<file path="src/rtl/kbd_pkg.sv">
// Shared definitions for the PS/2 scancode-to-ASCII translator:
// scancode constants, prefix FSM states and the output FIFO entry format.
package kbd_pkg;

    // Set-2 scancodes with special meaning to the translator
    localparam logic [7:0] SC_E0     = 8'hE0;
    localparam logic [7:0] SC_F0     = 8'hF0;
    localparam logic [7:0] SC_LSHIFT = 8'h12;
    localparam logic [7:0] SC_RSHIFT = 8'h59;
    localparam logic [7:0] SC_CTRL   = 8'h14;
    localparam logic [7:0] SC_CAPS   = 8'h58;

    // Prefix tracking: which of E0 / F0 have been seen for the current key
    typedef enum logic [1:0] {
        ST_IDLE    = 2'd0,
        ST_EXT     = 2'd1,
        ST_BRK     = 2'd2,
        ST_EXT_BRK = 2'd3
    } prefix_state_t;

    // One translated key event as stored in the output FIFO
    typedef struct packed {
        logic [7:0] ascii;
        logic [7:0] code;
        logic       ext;
        logic       brk;
    } fifo_entry_t;

    // Keyboard housekeeping bytes (BAT result, echo, ack, errors, resend)
    // that never form part of a key event.
    function automatic logic is_noise(input logic [7:0] b);
        return (b == 8'h00) || (b == 8'hAA) || (b == 8'hEE) ||
               (b == 8'hFA) || (b == 8'hFC) || (b == 8'hFE);
    endfunction

endpackage

</file>
<file path="src/rtl/kbd_keymap.sv">
// Combinational set-2 keymap: make code plus modifier state -> ASCII.
// Letters follow shift XOR caps (ctrl turns them into control codes);
// digits and punctuation follow shift only. Unknown codes give 0x00.
module kbd_keymap (
    input  logic [7:0] code,
    input  logic       shift,
    input  logic       caps,
    input  logic       ctrl,
    output logic [7:0] ascii
);
    import kbd_pkg::*;

    logic [7:0] base;
    logic [7:0] shifted;
    logic       letter;

    // Table lookup followed by modifier selection
    always_comb begin
        base    = 8'h00;
        shifted = 8'h00;
        letter  = 1'b0;
        case (code)
            // letters: lowercase glyph stored, uppercase derived below
            8'h1C: begin base = 8'h61; letter = 1'b1; end // a
            8'h32: begin base = 8'h62; letter = 1'b1; end // b
            8'h21: begin base = 8'h63; letter = 1'b1; end // c
            8'h23: begin base = 8'h64; letter = 1'b1; end // d
            8'h24: begin base = 8'h65; letter = 1'b1; end // e
            8'h2B: begin base = 8'h66; letter = 1'b1; end // f
            8'h34: begin base = 8'h67; letter = 1'b1; end // g
            8'h33: begin base = 8'h68; letter = 1'b1; end // h
            8'h43: begin base = 8'h69; letter = 1'b1; end // i
            8'h3B: begin base = 8'h6A; letter = 1'b1; end // j
            8'h42: begin base = 8'h6B; letter = 1'b1; end // k
            8'h4B: begin base = 8'h6C; letter = 1'b1; end // l
            8'h3A: begin base = 8'h6D; letter = 1'b1; end // m
            8'h31: begin base = 8'h6E; letter = 1'b1; end // n
            8'h44: begin base = 8'h6F; letter = 1'b1; end // o
            8'h4D: begin base = 8'h70; letter = 1'b1; end // p
            8'h15: begin base = 8'h71; letter = 1'b1; end // q
            8'h2D: begin base = 8'h72; letter = 1'b1; end // r
            8'h1B: begin base = 8'h73; letter = 1'b1; end // s
            8'h2C: begin base = 8'h74; letter = 1'b1; end // t
            8'h3C: begin base = 8'h75; letter = 1'b1; end // u
            8'h2A: begin base = 8'h76; letter = 1'b1; end // v
            8'h1D: begin base = 8'h77; letter = 1'b1; end // w
            8'h22: begin base = 8'h78; letter = 1'b1; end // x
            8'h35: begin base = 8'h79; letter = 1'b1; end // y
            8'h1A: begin base = 8'h7A; letter = 1'b1; end // z
            // digit row
            8'h45: begin base = 8'h30; shifted = 8'h29; end // 0 )
            8'h16: begin base = 8'h31; shifted = 8'h21; end // 1 !
            8'h1E: begin base = 8'h32; shifted = 8'h40; end // 2 @
            8'h26: begin base = 8'h33; shifted = 8'h23; end // 3 #
            8'h25: begin base = 8'h34; shifted = 8'h24; end // 4 $
            8'h2E: begin base = 8'h35; shifted = 8'h25; end // 5 %
            8'h36: begin base = 8'h36; shifted = 8'h5E; end // 6 ^
            8'h3D: begin base = 8'h37; shifted = 8'h26; end // 7 &
            8'h3E: begin base = 8'h38; shifted = 8'h2A; end // 8 *
            8'h46: begin base = 8'h39; shifted = 8'h28; end // 9 (
            // punctuation
            8'h0E: begin base = 8'h60; shifted = 8'h7E; end // ` ~
            8'h4E: begin base = 8'h2D; shifted = 8'h5F; end // - _
            8'h55: begin base = 8'h3D; shifted = 8'h2B; end // = +
            8'h54: begin base = 8'h5B; shifted = 8'h7B; end // [ {
            8'h5B: begin base = 8'h5D; shifted = 8'h7D; end // ] }
            8'h5D: begin base = 8'h5C; shifted = 8'h7C; end // \ |
            8'h4C: begin base = 8'h3B; shifted = 8'h3A; end // ; :
            8'h52: begin base = 8'h27; shifted = 8'h22; end // ' "
            8'h41: begin base = 8'h2C; shifted = 8'h3C; end // , <
            8'h49: begin base = 8'h2E; shifted = 8'h3E; end // . >
            8'h4A: begin base = 8'h2F; shifted = 8'h3F; end // / ?
            // whitespace and control keys are shift-insensitive
            8'h29: begin base = 8'h20; shifted = 8'h20; end // space
            8'h5A: begin base = 8'h0D; shifted = 8'h0D; end // enter
            8'h0D: begin base = 8'h09; shifted = 8'h09; end // tab
            8'h66: begin base = 8'h08; shifted = 8'h08; end // backspace
            8'h76: begin base = 8'h1B; shifted = 8'h1B; end // escape
            default: begin base = 8'h00; shifted = 8'h00; end
        endcase

        ascii = base;
        if (letter) begin
            if (ctrl)
                ascii = base - 8'h60;
            else if (shift ^ caps)
                ascii = base - 8'h20;
        end else if (shift) begin
            ascii = shifted;
        end
    end

endmodule

</file>
<file path="src/rtl/kbd_ascii_xlate.sv">
// PS/2 set-2 scancode stream -> ASCII key events, buffered in a small FIFO.
// A prefix FSM assembles E0/F0 sequences into events, modifier state and a
// held-key map qualify them, and a filter decides which events are queued.
module kbd_ascii_xlate #(
    parameter int unsigned FIFO_DEPTH    = 8,    // power of two, 2..64
    parameter bit          EMIT_BREAK    = 1'b0,
    parameter bit          EMIT_REPEAT   = 1'b1,
    parameter bit          EMIT_NONPRINT = 1'b0
) (
    input  logic       clk,
    input  logic       clrn,
    input  logic       in_valid,
    input  logic [7:0] in_data,
    output logic       out_valid,
    input  logic       out_ready,
    output logic [7:0] out_ascii,
    output logic [7:0] out_code,
    output logic       out_ext,
    output logic       out_brk,
    output logic       shift_o,
    output logic       caps_o,
    output logic       ctrl_o,
    output logic       overflow
);
    import kbd_pkg::*;

    localparam int unsigned   ADDR_W    = (FIFO_DEPTH > 1) ? $clog2(FIFO_DEPTH) : 1;
    localparam logic [ADDR_W:0]   DEPTH_CNT = (ADDR_W + 1)'(FIFO_DEPTH);
    localparam logic [ADDR_W:0]   CNT_ONE   = (ADDR_W + 1)'(1);
    localparam logic [ADDR_W-1:0] PTR_ONE   = ADDR_W'(1);

    // ------------------------------------------------------------------
    // Prefix FSM
    // ------------------------------------------------------------------
    prefix_state_t state_reg, state_next;
    logic          ev_valid;
    logic          ev_ext;
    logic          ev_brk;

    // Prefix state register; a reset mid-sequence simply forgets the prefix
    always_ff @(posedge clk or negedge clrn) begin
        if (!clrn)
            state_reg <= ST_IDLE;
        else
            state_reg <= state_next;
    end

    // Prefix decoding: a non-prefix byte closes the sequence as one event,
    // housekeeping bytes inside a sequence abandon it
    always_comb begin
        state_next = state_reg;
        ev_valid   = 1'b0;
        ev_ext     = 1'b0;
        ev_brk     = 1'b0;
        if (in_valid) begin
            case (state_reg)
                ST_IDLE: begin
                    if (in_data == SC_E0)
                        state_next = ST_EXT;
                    else if (in_data == SC_F0)
                        state_next = ST_BRK;
                    else
                        ev_valid = !is_noise(in_data);
                end
                ST_EXT: begin
                    if (in_data == SC_F0) begin
                        state_next = ST_EXT_BRK;
                    end else begin
                        state_next = ST_IDLE;
                        ev_valid   = !is_noise(in_data);
                        ev_ext     = 1'b1;
                    end
                end
                ST_BRK: begin
                    state_next = ST_IDLE;
                    ev_valid   = !is_noise(in_data);
                    ev_brk     = 1'b1;
                end
                ST_EXT_BRK: begin
                    state_next = ST_IDLE;
                    ev_valid   = !is_noise(in_data);
                    ev_ext     = 1'b1;
                    ev_brk     = 1'b1;
                end
                default: state_next = ST_IDLE;
            endcase
        end
    end

    // ------------------------------------------------------------------
    // Modifiers
    // ------------------------------------------------------------------
    logic lshift_reg, lshift_next;
    logic rshift_reg, rshift_next;
    logic ctrl_reg,   ctrl_next;
    logic caps_reg,   caps_next;

    // Modifier tracking; shifts and caps are main-block keys only, while
    // left ctrl (14) and right ctrl (E0 14) share one bit
    always_comb begin
        lshift_next = lshift_reg;
        rshift_next = rshift_reg;
        ctrl_next   = ctrl_reg;
        caps_next   = caps_reg;
        if (ev_valid) begin
            if (!ev_ext && in_data == SC_LSHIFT)
                lshift_next = !ev_brk;
            if (!ev_ext && in_data == SC_RSHIFT)
                rshift_next = !ev_brk;
            if (in_data == SC_CTRL)
                ctrl_next = !ev_brk;
            if (!ev_ext && !ev_brk && in_data == SC_CAPS)
                caps_next = !caps_reg;
        end
    end

    // Modifier state registers
    always_ff @(posedge clk or negedge clrn) begin
        if (!clrn) begin
            lshift_reg <= 1'b0;
            rshift_reg <= 1'b0;
            ctrl_reg   <= 1'b0;
            caps_reg   <= 1'b0;
        end else begin
            lshift_reg <= lshift_next;
            rshift_reg <= rshift_next;
            ctrl_reg   <= ctrl_next;
            caps_reg   <= caps_next;
        end
    end

    assign shift_o = lshift_reg | rshift_reg;
    assign caps_o  = caps_reg;
    assign ctrl_o  = ctrl_reg;

    // ------------------------------------------------------------------
    // Held-key map (non-extended codes only)
    // ------------------------------------------------------------------
    logic [255:0] held_reg, held_next;
    logic         held_we;

    assign held_we = ev_valid && !ev_ext;

    genvar gi;
    generate
        for (gi = 0; gi < 256; gi++) begin : g_held
            assign held_next[gi] = (held_we && in_data == 8'(gi)) ? !ev_brk : held_reg[gi];
        end
    endgenerate

    // Held-key map register: make sets, break clears
    always_ff @(posedge clk or negedge clrn) begin
        if (!clrn)
            held_reg <= '0;
        else
            held_reg <= held_next;
    end

    // ------------------------------------------------------------------
    // Translation and push filter
    // ------------------------------------------------------------------
    logic [7:0]  km_ascii;
    logic [7:0]  ev_ascii;
    logic        ev_repeat;
    logic        push_req;
    fifo_entry_t push_entry;

    kbd_keymap u_keymap (
        .code  (in_data),
        .shift (lshift_reg | rshift_reg),
        .caps  (caps_reg),
        .ctrl  (ctrl_reg),
        .ascii (km_ascii)
    );

    assign ev_ascii  = ev_ext ? 8'h00 : km_ascii;
    assign ev_repeat = !ev_ext && !ev_brk && held_reg[in_data];
    assign push_req  = ev_valid
                     && (!ev_brk    || EMIT_BREAK)
                     && (!ev_repeat || EMIT_REPEAT)
                     && ((ev_ascii != 8'h00) || EMIT_NONPRINT);

    assign push_entry.ascii = ev_ascii;
    assign push_entry.code  = in_data;
    assign push_entry.ext   = ev_ext;
    assign push_entry.brk   = ev_brk;

    // ------------------------------------------------------------------
    // Output FIFO
    // ------------------------------------------------------------------
    fifo_entry_t       mem [FIFO_DEPTH];
    fifo_entry_t       head;
    logic [ADDR_W-1:0] wr_ptr_reg, rd_ptr_reg;
    logic [ADDR_W:0]   count_reg, count_next;
    logic              full;
    logic              pop;
    logic              push_ok;

    assign out_valid = (count_reg != '0);
    assign full      = (count_reg == DEPTH_CNT);
    assign pop       = out_valid && out_ready;
    // A full FIFO still accepts a push when the head leaves the same cycle
    assign push_ok   = push_req && (!full || pop);

    always_comb begin
        count_next = count_reg;
        case ({push_ok, pop})
            2'b10:   count_next = count_reg + CNT_ONE;
            2'b01:   count_next = count_reg - CNT_ONE;
            default: count_next = count_reg;
        endcase
    end

    // Storage array; contents need no reset because the count gates visibility
    always_ff @(posedge clk) begin
        if (push_ok)
            mem[wr_ptr_reg] <= push_entry;
    end

    // Pointers, occupancy and the sticky overflow flag
    always_ff @(posedge clk or negedge clrn) begin
        if (!clrn) begin
            wr_ptr_reg   <= '0;
            rd_ptr_reg   <= '0;
            count_reg    <= '0;
            overflow     <= 1'b0;
        end else begin
            if (push_ok)
                wr_ptr_reg <= wr_ptr_reg + PTR_ONE;
            if (pop)
                rd_ptr_reg <= rd_ptr_reg + PTR_ONE;
            count_reg <= count_next;
            if (push_req && full && !pop)
                overflow <= 1'b1;
        end
    end

    // Head is shown combinationally and forced to zero when empty
    assign head      = mem[rd_ptr_reg];
    assign out_ascii = out_valid ? head.ascii : 8'h00;
    assign out_code  = out_valid ? head.code  : 8'h00;
    assign out_ext   = out_valid ? head.ext   : 1'b0;
    assign out_brk   = out_valid ? head.brk   : 1'b0;

endmodule

</file>
<file path="config.mk">
export PLATFORM = sky130hd
export DESIGN_NAME = kbd_ascii_xlate
export DESIGN_NICKNAME = d
export VERILOG_FILES = /design/src/rtl/kbd_pkg.sv /design/src/rtl/kbd_keymap.sv /design/src/rtl/kbd_ascii_xlate.sv
export SDC_FILE = /design/constraint.sdc
export NUM_CORES = 1
export LEC_CHECK = 0
export ABC_AREA = 1
export BUFFER_PORTS_ARGS = -buffer_cell sky130_fd_sc_hd__buf_2
export CAP_MARGIN = 20
export CORE_ASPECT_RATIO = 0.8
export CORE_MARGIN = 3
export CORE_UTILIZATION = 40
export CTS_BUF_LIST = sky130_fd_sc_hd__clkbuf_8
export DETAILED_ROUTE_END_ITERATION = 8
export PLACE_DENSITY = 0.65
export SLEW_MARGIN = 10
export SYNTH_ARGS = -nofsm -noshare
export SYNTH_HDL_FRONTEND = slang
export SYNTH_SLANG_ARGS = --single-unit
export TNS_END_PERCENT = 30
</file>
<file path="constraint.sdc">
create_clock -name clk -period 3.2 [get_ports clk]
set_input_delay 0.32 -clock clk [delete_from_list [all_inputs] [get_ports clk]]
set_output_delay 0.32 -clock clk [all_outputs]
set_load 0.02 [all_outputs]
</file>
==> results of run 1 <==
==> timing repair <==
action | in CTS | in global routing
hold buffers | 1 | 0
hold endpoints to repair | 17 | 0
endpoints found under the setup margin | 111 | 10
pin swaps | 28 | 30
gates cloned | 1 | 0
buffers inserted | 25 | 7
gates resized for setup | 64 | 41
==> cell usage in the layout, fill, tap and decap left out, types with 20 or more instances in the layout <==
cell	count
nor2_2	20
edfxtp_1	144
buf_2	26
nand2_2	28
nand2_1	148
inv_1	40
nor2_1	174
o21ai_0	103
nand3_1	33
buf_4	150
==> final cells by class <==
type	count	area [µm²]
fillers	1706	8810
clock buffers	19	262
flip-flops and latches	161	4750
multi-input cells	634	3300
clock inverters	13	134
repair buffers	201	1640
inverters	56	218
well taps	258	323
==> worst max-delay path, delay by kind of cell <==
family          cells  cell delay [ns]
fa+ha+maj           3             0.61
buf+inv             4             0.38
compound gates      1             0.17
xor+xnor            1             0.13
simple gates       20             1.77
==> layer usage <==
layer | vias to the layer above | global-route usage [%] | part of all wire [%]
met3 | 25 | 4.26 | 7.0
met2 | 207 | 32.6 | 47
met5 | - | 0 | 0
met4 | 0 | 4.70 | 1.2
met1 | 3292 | 29.5 | 44
li1 | 3390 | - | -
==> through the flow <==
step	total power [µW]	instance area (µm²)
3_5_place_dp	5760	9640
5_1_grt	7780	10600
3_3_place_gp	5710	9640
2_1_floorplan	4660	8100
4_1_cts	7340	10400
6_report	7320	10600
==> cell families (layout without fill, tap and decap cells) <==
logic type | count (synthesis) | after routing | synth area share, %
and+or+nand+nor | 459 | 460 | 24.1
DFF | 161 | 161 | 58.8
AOI/OAI and AO/OA | 158 | 158 | 10.5
buffers and inverters | 88 | 289 | 4.40
adders and majority gates | 8 | 8 | 1.33
xor gates and xnor gates | 8 | 8 | 0.867
==> worst paths after layout <==
check                      startpoint             to  slack [ns]  cells past startpoint
max                        in_data[7]   count_reg[3]        0.13                     29
min                         out_ready  rd_ptr_reg[0]        0.17                      3
max reg2reg                rshift_reg   count_reg[3]        0.45                     20
min reg2reg                  overflow       overflow        0.47                      1
max in group asynchronous        clrn  rd_ptr_reg[0]        2.53                      2
min in group asynchronous        clrn  rd_ptr_reg[0]        0.34                      2
==> power groups by stage <==
stage,combinational [µW],clock [µW],sequential [µW]
4_1_cts,3120,1500,2720
5_1_grt,3450,1590,2740
2_1_floorplan,1960,0,2700
6_report,3130,1480,2710
3_5_place_dp,3000,0,2760
3_3_place_gp,2960,0,2750
==> reports/results.ini, run 1 <==
[run_status]
status=finished clean

[final_layout]
largest_reg_flops=144
antenna_cells=0
area_growth_syn_to_layout_pct=31.4
final_cells=1342
layout-drive-gt1-share_pct=30.7
fin_nets=1091
final_util_pct=54.7

[detailed_routing]
drtPass1Iterations=5
num_vias=6914
ant_nets=0
wirelength_um=22700
drt_iter0_drc=670
vias_per_cell=5.15
wl_per_cell_um=16.9
drc=0

[grt]
grtUsageTotal_pct=20.6
grt_max_degree=59
grt_pass1_wl_um=34900
antenna_found_initial=0
grt_pass1_vias=6425
grt-ovfl-total=0

[timing]
final-setup-viol-count=0
min_period_ns=3.07
setup_ws_ns=0.132
whs_ns=0.169
relSlewSlack_pct=43.3
skew_ns=0.0158
rsz0062_at_grt=yes
tns_ns=0
slew_viol_final=0
tightest_slew_ns=0.845
finalCritPeriodShare_pct=95.9
hold_viol=0
fmax_mhz=326

[pwr]
seq_power_share_pct=37.0
combPwrFrac_pct=42.8
p_per_area_mw_per_mm2=690
power_leakage_uw=0.00456
switching_share_pct=39.6
internal_power_uw=4420
pwr-share-clk_pct=20.2
switchingPower_uw=2900
ir_drop_uv=619

[cts]
clock_latency_ns=0.45
cts_made_buffers=17
cts_tree=built
cts_sinks=161
h-tree-depth=4
cts_root_buf=clkbuf_8
clkTransAtPathRegs_ns=0.09
clock_path_buffers=2

[setup_path]
worst_path_max_delay_cell=or2_2
worstPathRequired_ns=3.55
start_kind=input pin
cp_data_arrival_time_ns=3.41
crit_top_cell=nand2_1
critical_path_class=input pin to flip-flop
crit_path_end_kind=flip-flop
crit_path_max_fanout=13
slowest_delay_ns=0.28

[floorplanning]
dieHeight_um=133
core-area_mm2=0.0194
die_area_mm2=0.0220
die_w_um=165
rows=45
io_pins=35
start_util_pct=41.6

[placed_design]
hpwlAfterDp_um=15000
pre_cts_ws_ns=-0.887
place_congestion=0.955
placedCellCount=1279
portBuffers=34

[logic_synthesis]
synth_top_area_share_pct=53.5
yosys-top-cells-area=edfxtp_1 53%, nor2_1 9.3%, nand2_1 8.1%
yosysWarnings=0
syn_inst=882
synth_common_cells=200 x nor2_1, 175 x nand2_1, 144 x edfxtp_1, 106 x o21ai_0, 44 x inv_1
netlist-cell-type-count=35
ys.flop_type=edfxtp_1
synth_edf_count=144
avgSynthCellArea_um2=9.16
synth-async-reset-ratio_pct=10.6
synth_nets=902
syn-cell-area_mm2=0.00808
synth.yosys.seq_area_share_pct=58.8
ys_seq_elements=161
synth_most_common_cell=nor2_1
synth_top_area_cell=edfxtp_1

[run]
drv_cap=0

[hold_path]
hold_path_class=input pin to flip-flop

(Power assumes the default switching activity.)
==> inputs of run 2 (changes only) <==
- PLACE_DENSITY: 0.65 -> 0.66
==> run 2 against run 1 <==
Against the previous run: power about the same; die area unchanged; fmax fell by 3.2%; final area rose by 3.1%; register-to-register slack worse by 0.02 ns.
==> reports/results.ini, run 2 (synthesized netlist as in run 1, its figures left out) <==
[timing]
min_period_ns=3.17  ; was 3.07 ns
slew_viol_final=0  ; unchanged
final-setup-viol-count=0  ; unchanged
rsz0062_at_grt=yes  ; unchanged
finalCritPeriodShare_pct=99.1  ; was 95.9%
fmax_mhz=315  ; was 326 MHz
relSlewSlack_pct=37.5  ; was 43.3%
hold_viol=0  ; unchanged
setup_ws_ns=0.0285  ; was 0.132 ns
tightest_slew_ns=0.932  ; was 0.845 ns
skew_ns=0.0137  ; was 0.0158 ns

[grt]
grt-ovfl-total=0  ; unchanged
grt_pass1_wl_um=35100  ; was 34900 µm
grtUsageTotal_pct=20.7  ; was 20.6%
grt_max_degree=60  ; was 59
grt_pass1_vias=6424  ; was 6425
antenna_found_initial=0  ; unchanged

[pwr]
switchingPower_uw=2910  ; was 2900 µW
internal_power_uw=4420  ; about the same
power_leakage_uw=0.00475  ; was 0.00456 µW
power.total_uw=7330  ; was 7320 µW
seq_power_share_pct=36.6  ; was 37.0%
switching_share_pct=39.7  ; was 39.6%
p_per_area_mw_per_mm2=670  ; was 690 mW/mm²
combPwrFrac_pct=44.1  ; was 42.8%
ir_drop_uv=843  ; was 619 µV
pwr-share-clk_pct=19.3  ; was 20.2%

[floorplanning]
dieHeight_um=133  ; unchanged
core-area_mm2=0.0194  ; unchanged
start_util_pct=41.6  ; unchanged
rows=45  ; unchanged
die_area_mm2=0.0220  ; unchanged
die_w_um=165  ; unchanged
io_pins=35  ; unchanged

[detailed_routing]
drtPass1Iterations=5  ; unchanged
wirelength_um=23000  ; was 22700 µm
drc=0  ; unchanged
highest_layer=met4  ; unchanged
wl_per_cell_um=16.8  ; was 16.9 µm
wl_met1_um=10300  ; was 10100 µm
met2RoutedLength_um=10900  ; was 10700 µm
vias_per_cell=5.22  ; was 5.15
ant_nets=0  ; unchanged
num_vias=7156  ; was 6914
wl_met3_um=1380  ; was 1600 µm
drt_iter0_drc=643  ; was 670

[cts]
cts_made_buffers=17  ; unchanged
clock_path_buffers=2  ; unchanged
cts_sinks=161  ; unchanged
cts_tree=built  ; unchanged
h-tree-depth=4  ; unchanged
cts_root_buf=clkbuf_8  ; unchanged
clock_latency_ns=0.45  ; about the same
clkTransAtPathRegs_ns=0.09  ; about the same

[setup_path]
slowest_delay_ns=0.20  ; was 0.28 ns
rrSetupSlack_ns=0.43  ; was 0.45 ns
worstPathRequired_ns=3.50  ; was 3.55 ns
crit_path_end_kind=flip-flop  ; unchanged
cp_data_arrival_time_ns=3.47  ; was 3.41 ns
critical_path_class=input pin to flip-flop  ; unchanged
critPathTopFamily=buffers and inverters  ; was simple AND/OR/NAND/NOR gates
worst_path_max_delay_cell=nor2_1  ; was or2_2
crit_path_max_fanout=8  ; was 13
crit_top_cell=buf_4  ; was nand2_1
cp_num_buf_inv=15  ; was 4
start_kind=input pin  ; unchanged

[final_layout]
multi_input_area_mm2=0.00339  ; was 0.00330 mm²
antenna_cells=0  ; unchanged
seqCellArea_mm2=0.00475  ; unchanged
layout-drive-gt1-share_pct=33.9  ; was 30.7%
fillers=1703  ; was 1706
final_common_cell=buf_4  ; was nor2_1
area_growth_syn_to_layout_pct=35.4  ; was 31.4%
final_cells=1372  ; was 1342
fin_nets=1121  ; was 1091
largest_reg_flops=144  ; unchanged
final_util_pct=56.3  ; was 54.7%
layout_common_cells=174 x buf_4, 169 x nor2_1, 144 x edfxtp_1, 135 x nand2_1, 102 x o21ai_0  ; was 174 x nor2_1, 150 x buf_4, 148 x nand2_1, 144 x edfxtp_1, 103 x o21ai_0

[placed_design]
portBuffers=34  ; unchanged
place_congestion=0.931  ; was 0.955
pre_cts_ws_ns=-0.923  ; was -0.887 ns
placedCellCount=1289  ; was 1279
hpwlAfterDp_um=14800  ; was 15000 µm

[run]
drv_cap=0  ; unchanged

[hold_path]
hold_path_class=input pin to flip-flop  ; unchanged

[run_status]
status=finished clean  ; unchanged

run 2: cell types whose count changed in the layout (fill, tap and decap cells not counted), sizes merged:
cell	previous run	this run
buf	200	230
clkinv	8	10
clkbuf	19	17
run 2: path summary, 6_finish.rpt:
kind | start | to | depth (start not counted)
max in group asynchronous | clrn | rd_ptr_reg[0] | 2
max | in_data[0] | mem[1][17] | 26
min in group asynchronous | clrn | rd_ptr_reg[2] | 2
min reg2reg | overflow | overflow | 1
max reg2reg | rshift_reg | count_reg[3] | 20
min | out_ready | rd_ptr_reg[0] | 3
run 2: layout make-up:
class / instances / area share (%)
tap: 258 / 2.95
sequential: 161 / 43.4
inverter: 56 / 2.03
multi-input combinational: 634 / 30.9
clock buffer: 17 / 2.14
clock inverter: 15 / 1.31
timing repair buffer: 231 / 17.2
run 2: worst reg2reg max path: cells and delay by family (launching register included):
kind | cells | cell delay [ns]
AOI/OAI and AO/OA | 2 | 0.26
xor gates and xnor gates | 2 | 0.35
adders and majority gates | 2 | 0.43
DFF | 1 | 0.40
buffers and inverters | 2 | 0.15
and+or+nand+nor | 12 | 1.08
run 2: repair_timing:
action | CTS | global route
gates cloned | 1 | 0
hold buffers | 1 | 0
setup buffers | 28 | 24
hold endpoints to repair | 17 | 0
pin swaps | 33 | 47
endpoints found under the setup margin | 147 | 155
resized for setup | 53 | 95
run 2: per-layer routing:
layer | vias up | global-route usage, %
li1 | 3468 | -
met1 | 3417 | 29.5
met2 | 239 | 32.5
met3 | 32 | 4.04
met4 | 0 | 5.45
met5 | - | 0
run 2: through the flow:
stage | cell area (µm²) | setup TNS, ns | hold WS (ns)
global placement | 9690 | -75.45 | 0.276
finish | 10900 | 0 | 0.179
global route | 10900 | -4.05 | 0.160
floorplan | 8100 | -36.25 | 0.0244
detailed placement | 9690 | -81.59 | 0.281
CTS | 10400 | 0 | 0.148
run 2: power groups by stage:
stage | combinational, µW | clock (µW) | sequential [µW]
6_report | 3230 | 1420 | 2680
5_1_grt | 3560 | 1530 | 2710
4_1_cts | 3140 | 1440 | 2680
3_5_place_dp | 3030 | 0 | 2720
3_3_place_gp | 2970 | 0 | 2720
2_1_floorplan | 1960 | 0 | 2700
